$ cat config.mk
export PLATFORM = sky130hd
export DESIGN_NAME = mem_stage_lsu
export DESIGN_NICKNAME = d
export VERILOG_FILES = /design/src/rtl/mem_stage_lsu.sv
export SDC_FILE = /design/constraint.sdc
export NUM_CORES = 1
export LEC_CHECK = 0
export CORE_MARGIN = 1
export CORE_UTILIZATION = 46
export CTS_BUF_LIST = sky130_fd_sc_hd__clkbuf_8
export DETAILED_ROUTE_END_ITERATION = 8
export PLACE_DENSITY = 0.85
export SYNTH_ARGS = -nofsm -noshare
export SYNTH_HDL_FRONTEND = slang
export SYNTH_SLANG_ARGS = --single-unit
$ cat constraint.sdc
create_clock -name sys_clk -period 2.1 [get_ports sys_clk]
set_input_delay 0.315 -clock sys_clk [delete_from_list [all_inputs] [get_ports sys_clk]]
set_output_delay 0.315 -clock sys_clk [all_outputs]
set_load 0.005 [all_outputs]
$ cat src/rtl/mem_stage_lsu.sv
// mem_stage_lsu: MEM-stage load/store unit driving a req/ack data memory and stalling upstream
module mem_stage_lsu #(
  parameter int unsigned TIMEOUT = 1024
) (
  input  logic        sys_clk,
  input  logic        sys_start,
  input  logic [31:0] alu_result_i,
  input  logic [31:0] rd_data_i,
  input  logic        mem_read_i,
  input  logic        mem_write_i,
  input  logic [31:0] instr_i,
  output logic        dmem_req_o,
  output logic        dmem_we_o,
  output logic [31:0] dmem_addr_o,
  output logic [3:0]  dmem_be_o,
  output logic [31:0] dmem_wdata_o,
  input  logic        dmem_ack_i,
  input  logic [31:0] dmem_rdata_i,
  output logic        stall_o,
  output logic [31:0] load_data_o,
  output logic        load_valid_o,
  output logic        err_o
);
  localparam logic [1:0] S_IDLE = 2'd0;
  localparam logic [1:0] S_BUSY = 2'd1;
  localparam logic [1:0] S_DONE = 2'd2;
  logic [1:0]  r_state;
  logic [31:0] r_cnt;
  logic [2:0]  r_f3;
  logic [1:0]  r_off;
  logic        w_access, w_we, w_legal, w_misal, w_go, w_unused;
  logic [2:0]  w_f3;
  logic [1:0]  w_off;
  logic [3:0]  w_be;
  logic [31:0] w_wdata, w_ext;
  logic [7:0]  w_byte;
  logic [15:0] w_half;
  assign w_f3     = instr_i[14:12];
  assign w_off    = alu_result_i[1:0];
  assign w_access = mem_read_i | mem_write_i;
  assign w_we     = mem_write_i;
  assign w_unused = ^{instr_i[31:15], instr_i[11:0]};
  // decode the presented access and extract the acked load lane
  always_comb begin
    w_legal = w_we ? (~w_f3[2] & (w_f3[1:0] != 2'b11)) : ((w_f3[1:0] != 2'b11) & ~(w_f3[2] & w_f3[1]));
    w_misal = ((w_f3[1:0] == 2'b01) & w_off[0]) | ((w_f3[1:0] == 2'b10) & (|w_off));
    w_go    = w_access & w_legal & ~w_misal;
    w_be    = !w_we ? 4'hF : (w_f3[1:0] == 2'b00) ? 4'b0001 << w_off :
              (w_f3[1:0] == 2'b01) ? (w_off[1] ? 4'b1100 : 4'b0011) : 4'hF;
    w_wdata = (w_f3[1:0] == 2'b00) ? {4{rd_data_i[7:0]}} :
              (w_f3[1:0] == 2'b01) ? {2{rd_data_i[15:0]}} : rd_data_i;
    w_byte  = dmem_rdata_i[{r_off, 3'b000} +: 8];
    w_half  = r_off[1] ? dmem_rdata_i[31:16] : dmem_rdata_i[15:0];
    w_ext   = (r_f3[1:0] == 2'b00) ? {{24{~r_f3[2] & w_byte[7]}}, w_byte} :
              (r_f3[1:0] == 2'b01) ? {{16{~r_f3[2] & w_half[15]}}, w_half} : dmem_rdata_i;
    stall_o = ((r_state == S_IDLE) & w_go) | (r_state == S_BUSY);
  end
  // transaction FSM: issue, wait for ack or timeout, one settle cycle
  always_ff @(posedge sys_clk) begin
    if (!sys_start) begin
      r_state      <= S_IDLE;
      r_cnt        <= '0;
      r_f3         <= '0;
      r_off        <= '0;
      dmem_req_o   <= 1'b0;
      dmem_we_o    <= 1'b0;
      dmem_addr_o  <= '0;
      dmem_be_o    <= '0;
      dmem_wdata_o <= '0;
      load_data_o  <= '0;
      load_valid_o <= 1'b0;
      err_o        <= 1'b0;
    end else begin
      load_valid_o <= 1'b0;
      err_o        <= 1'b0;
      case (r_state)
        S_IDLE: if (w_access) begin
          if (w_go) begin
            r_state      <= S_BUSY;
            r_cnt        <= '0;
            r_f3         <= w_f3;
            r_off        <= w_off;
            dmem_req_o   <= 1'b1;
            dmem_we_o    <= w_we;
            dmem_addr_o  <= {alu_result_i[31:2], 2'b00};
            dmem_be_o    <= w_be;
            dmem_wdata_o <= w_wdata;
          end else begin
            err_o <= 1'b1;
          end
        end
        S_BUSY: begin
          r_cnt <= r_cnt + 32'd1;
          if (dmem_ack_i) begin
            r_state    <= S_DONE;
            dmem_req_o <= 1'b0;
            if (!dmem_we_o) begin
              load_data_o  <= w_ext;
              load_valid_o <= 1'b1;
            end
          end else if (TIMEOUT != 0 && r_cnt == TIMEOUT - 1) begin
            r_state    <= S_DONE;
            dmem_req_o <= 1'b0;
            err_o      <= 1'b1;
          end
        end
        default: r_state <= S_IDLE;
      endcase
    end
  end
endmodule

* After elaboration in Yosys (flattened, before gate mapping) *
Index checks and enable logic that the tools add are counted.

storage, ports and cells
  register bits = 141
  input bits = 133
  output and inout bits = 105

operators by class
  $add $sub $neg = 1
  equal/unequal tests = 9
  shift-type cells = 2
  muxes and demuxes = 29
  bitwise gates (word level) = 18
  reductions and logical operators = 11

operators by type and width
  operator                                                                 number
  32-bit two-way mux                                                       6
  32-bit case mux with 2 select lines                                      1
  32-bit by 1-bit adder with 32-bit output, second input constant          1
  32-bit by 10-bit equality test with 1-bit output, second input constant  1
  32-bit by 6-bit indexed part select with 8-bit output                    1
  16-bit two-way mux                                                       1
  4-bit two-way mux                                                        4
  3-bit AND reduction                                                      5
  1-bit AND                                                                10
  1-bit two-way mux                                                        10
  2-bit two-way mux                                                        4
  2-bit by 1-bit equality test with 1-bit output, second input constant    3
  2-bit zero test                                                          3
  2-bit != test, second input constant                                     3
  1-bit inverter                                                           5
  1-bit case mux with 2 select lines                                       2
  2-bit case mux with 2 select lines                                       1
  4-bit AND reduction                                                      1
  1-bit by 2-bit left shift with 4-bit output, first input constant        1
  3-bit by 2-bit != test with 1-bit output, second input constant          1
  1-bit bitwise OR                                                         3
  2-bit equality test, second input constant                               1
  2-bit nonzero test                                                       1
  2-bit OR reduction                                                       1

* Longest topological paths before layout *
  word-level depth = 9
  gate-level depth with buffers = 7
  gate-level depth less buffers = 5

* Worst setup path before layout *
No wires, ideal clock.

  path type = input port to flip-flop
  from = in alu_result_i[1]
  to = reg dmem_addr_o[10]
  arrival = 1.805 ns
  setup slack = 0.163 ns
  stages on the path = 6
  buffers on the path = 2
  cells stage by stage = or4_4 a2111o_1 clkbuf_1 buf_2 nand2_1 a21oi_1

on the way
  longest elaborated chain between the ends = 6

RTL lines
  item                           line  source
  start: declaration             7     input logic [31:0] alu_result_i,
  2-bit OR reduction             46    w_misal = ((w_f3[1:0] == 2'b01) & w_off[0]) | ((w_f3[1:0] == 2'b10) & (|w_off));
  1-bit AND                      46
  1-bit bitwise OR               46
  1-bit inverter                 47    w_go = w_access & w_legal & ~w_misal;
  1-bit AND                      47
  3-bit AND reduction (no line)  n/a
  end signal: assignment         85    dmem_addr_o <= {alu_result_i[31:2], 2'b00};
  end: declaration               14    output logic [31:0] dmem_addr_o,

Every way passes these cells.
A chain may end at the register's enable or synchronous reset.

* Final worst setup path *
  from = in mem_write_i
  to = out stall_o

on the way
  longest elaborated chain between the ends = 5

RTL lines
  item                                                          line    source
  start: declaration                                            10      input logic mem_write_i,
  1-bit bitwise OR / 1-bit two-way mux (equally long branches)  40, 45
  1-bit AND (*) (2 in series)                                   47
  1-bit AND (*)                                                 56      stall_o = ((r_state == S_IDLE) & w_go) | (r_state == S_BUSY);
  1-bit bitwise OR (*)                                          56
  end: declaration                                              19      output logic stall_o,

Every way passes the cells marked *; elsewhere a longest branch is shown, timed or not.

==> results.ini <==
[grt]
track_usage_pct=27.5
grt_max_degree=47
grt_pass1_vias=6569
grt-ovfl-total=0
grt_pass1_wl_um=31700
antenna_found_initial=0

[routing]
drc=0
routed_via_density=5.77
post_drt_wl_per_cell_um=17.0
drt_iter0_drc=704
num_vias=6924
drtAntennaViolNets=0
wl_um=20400
dr.pass1.iters=5

[floorplanning]
core_um2=13800
io-pin-count=238
die_x_um=121
initial_core_util_pct=47.1
die_h_um=121
rows=43
dieArea_um2=14600

[min_path]
hold_path_class=primary input to flip-flop
min_to=r_cnt[31]
hp-start=sys_start
whs_path_depth=3

[timing]
skew_ps=11.3
finalCriticalPeriod_ps=2040
finalWorstSetupSlack_ps=63.9
slew_viol_final=0
final-hold-violation-count=0
worst_pin_slew_ps=602
slew_headroom_pct=59.9
hold-worst-slack_ps=242
rsz0062_at_grt=false
setup_violations=0
fmax_mhz=491
fin_crit_sh_pct=97.0

[finish]
diodes=0
fin_util_pct=67.2
multi_input_area_um2=3360
fill_cells=1104
seq_area_um2=2820
drive_gt1_share_pct=9.89
fin_nets=1142
area_delta_synth_final_pct=42.6

[power_and_ir_drop]
power_per_cell_area_nw_per_um2=672
combPwrFrac_pct=19.0
seqPwrFrac_pct=46.4
pwr-share-clk_pct=34.6
sw_frac_of_total_pct=27.1
leakagePower_nw=3.36
switchingPower_mw=1.69
p_int_mw=4.55
ir_worst_vdd_mv=0.610
p_total_mw=6.25

[setup_path]
r2r_cells=5
r2r_end=r_cnt[24]
crit_type=primary input to output port
cp_max_fo=2
start_kind=primary input
critPathArrivalTime_ps=1720
endpoint_kind=output port
r2r_setup_slack_ps=200
r2r_start=r_state[0]
required_ps=1780

[yosys]
synth_top_cell_area_share_pct=43.3
ys_seq_area_share_pct=43.3
ys_async_sr_fraction_pct=0
yosys.area.top_type=dfxtp_1
synth_ff_type=dfxtp_1
synthTopCellsByCount=nand2_1, dfxtp_1, a21oi_1, clkbuf_1, o21ai_0
ys_top_cells_by_area=dfxtp_1, nand2_1, a21oi_1
synth_cells=806
synth_area_um2=6510
ys_seq_elements=141
synth_cell_types=56
syn_area_per_cell_um2=8.08
synth_edf_count=0
synth.most_common_cell=nand2_1
yosysWarnings=0

[placed_design]
place_ws_ps=-546
gp_congestion=0.875
portBuffers=206
hpwlAfterDp_um=14200

[clocking]
numCtsBuffers=17
clk_latency_ps=460
cts_root_buf=clkbuf_8
clkTransAtPathRegs_ps=70
ctsLongestPathBuffers=2
clock_sinks=141
cts_tree=done
htreeDepth=4
holdBufCountCts=0

[run]
maxCapViolCount=0

[run_status]
status=complete, no violations

## what timing repair did
action / CTS / global route
pin swaps: 4 / 1
endpoints found under the setup margin: 27 / 3
gates resized for setup: 10 / 1
setup buffers: 2 / 1
## stage by stage
stage / TNS [ps] / area, um2 / instances
6_report: 0 / 9290 / 1201
3_3_place_gp: -39090 / 8880 / 1166
2_1_floorplan: 0 / 6520 / 807
4_1_cts: 0 / 9280 / 1200
5_1_grt: 0 / 9290 / 1201
3_5_place_dp: -43150 / 8880 / 1166
## placed cells by master (no fill, tap or decap), types with 4 or more instances in the layout
master | Yosys | final
mux2_2 | 7 | 7
mux2i_1 | 18 | 18
a21oi_1 | 89 | 89
o21ai_0 | 41 | 41
a211oi_1 | 11 | 11
o31ai_1 | 5 | 5
a2bb2oi_1 | 9 | 9
nor2b_1 | 4 | 4
dfxtp_1 | 141 | 141
o311ai_0 | 4 | 4
nand2b_1 | 6 | 6
a22oi_1 | 7 | 7
a31oi_1 | 11 | 11
nand2_1 | 194 | 193
clkbuf_8 | 0 | 19
nand4_1 | 19 | 19
mux4_2 | 8 | 8
or4_1 | 12 | 12
o211ai_1 | 8 | 8
nor2_1 | 39 | 39
nor4_1 | 8 | 8
clkdlybuf4s50_1 | 0 | 200
a311oi_1 | 11 | 11
dlygate4sd2_1 | 0 | 4
or3_1 | 6 | 5
nand3_1 | 21 | 21
clkinv_2 | 0 | 7
buf_12 | 0 | 5
and4_1 | 5 | 5
buf_4 | 9 | 40
a211o_1 | 5 | 5
inv_1 | 9 | 9
## layer usage
layer	share of wire [%]	vias to the layer above	global-route usage, %
met2	49	343	46.8
met5	0	-	0
met4	1.4	0	7.87
li1	-	3285	-
met3	11	31	10.6
met1	39	3265	32.0
## registers in the layout (all words and copies together) (netlist names)
register      flops
load_valid_o      1
dmem_wdata_o     32
r_cnt            32
r_f3              3
dmem_we_o         1
dmem_req_o        1
err_o             1
dmem_addr_o      30
r_off             2
dmem_be_o         4
r_state           2
load_data_o      32
## area by class of cell
class | instances | area share [%]
multi-input combinational | 587 | 36.2
sequential | 141 | 30.4
timing repair buffer | 252 | 26.5
clock buffer | 19 | 2.82
tap | 180 | 2.42
clock inverter | 13 | 1.33
inverter | 9 | 0.364
## how the worst max path moves through the flow
stage	startpoint	to	slack (ps)	depth (start not counted)
after floorplan	alu_result_i[1]	dmem_addr_o[10]	160	6
after global placement	instr_i[14]	stall_o	-480	5
after detailed placement	instr_i[14]	dmem_wdata_o[23]	-550	8
after CTS	mem_write_i	stall_o	50	5
after global routing	mem_write_i	stall_o	20	5
final	mem_write_i	stall_o	60	5
## critical path: stages
cell	delay, ps
clkdlybuf4s50_1	420
a221o_1	390
or3_4	350
nand2_2	120
buf_2	120
## kinds of logic after synthesis
logic type / share of synthesized area, %
AOI/OAI and AO/OA: 21.9
adders and majority gates: 0.192
buffers and inverters: 5.22
DFF: 43.3
muxes: 6.74
other: 0.0576
and+or+nand+nor: 22.6
## power groups by stage
stage | Sequential [mW] | Combinational [mW] | Clock [mW]
3_3_place_gp | 2.95 | 1.15 | 0
3_5_place_dp | 2.96 | 1.16 | 0
4_1_cts | 2.89 | 1.18 | 2.18
2_1_floorplan | 2.95 | 0.501 | 0
6_report | 2.90 | 1.19 | 2.16
5_1_grt | 2.91 | 1.27 | 2.30
(Power assumes the default switching activity.)
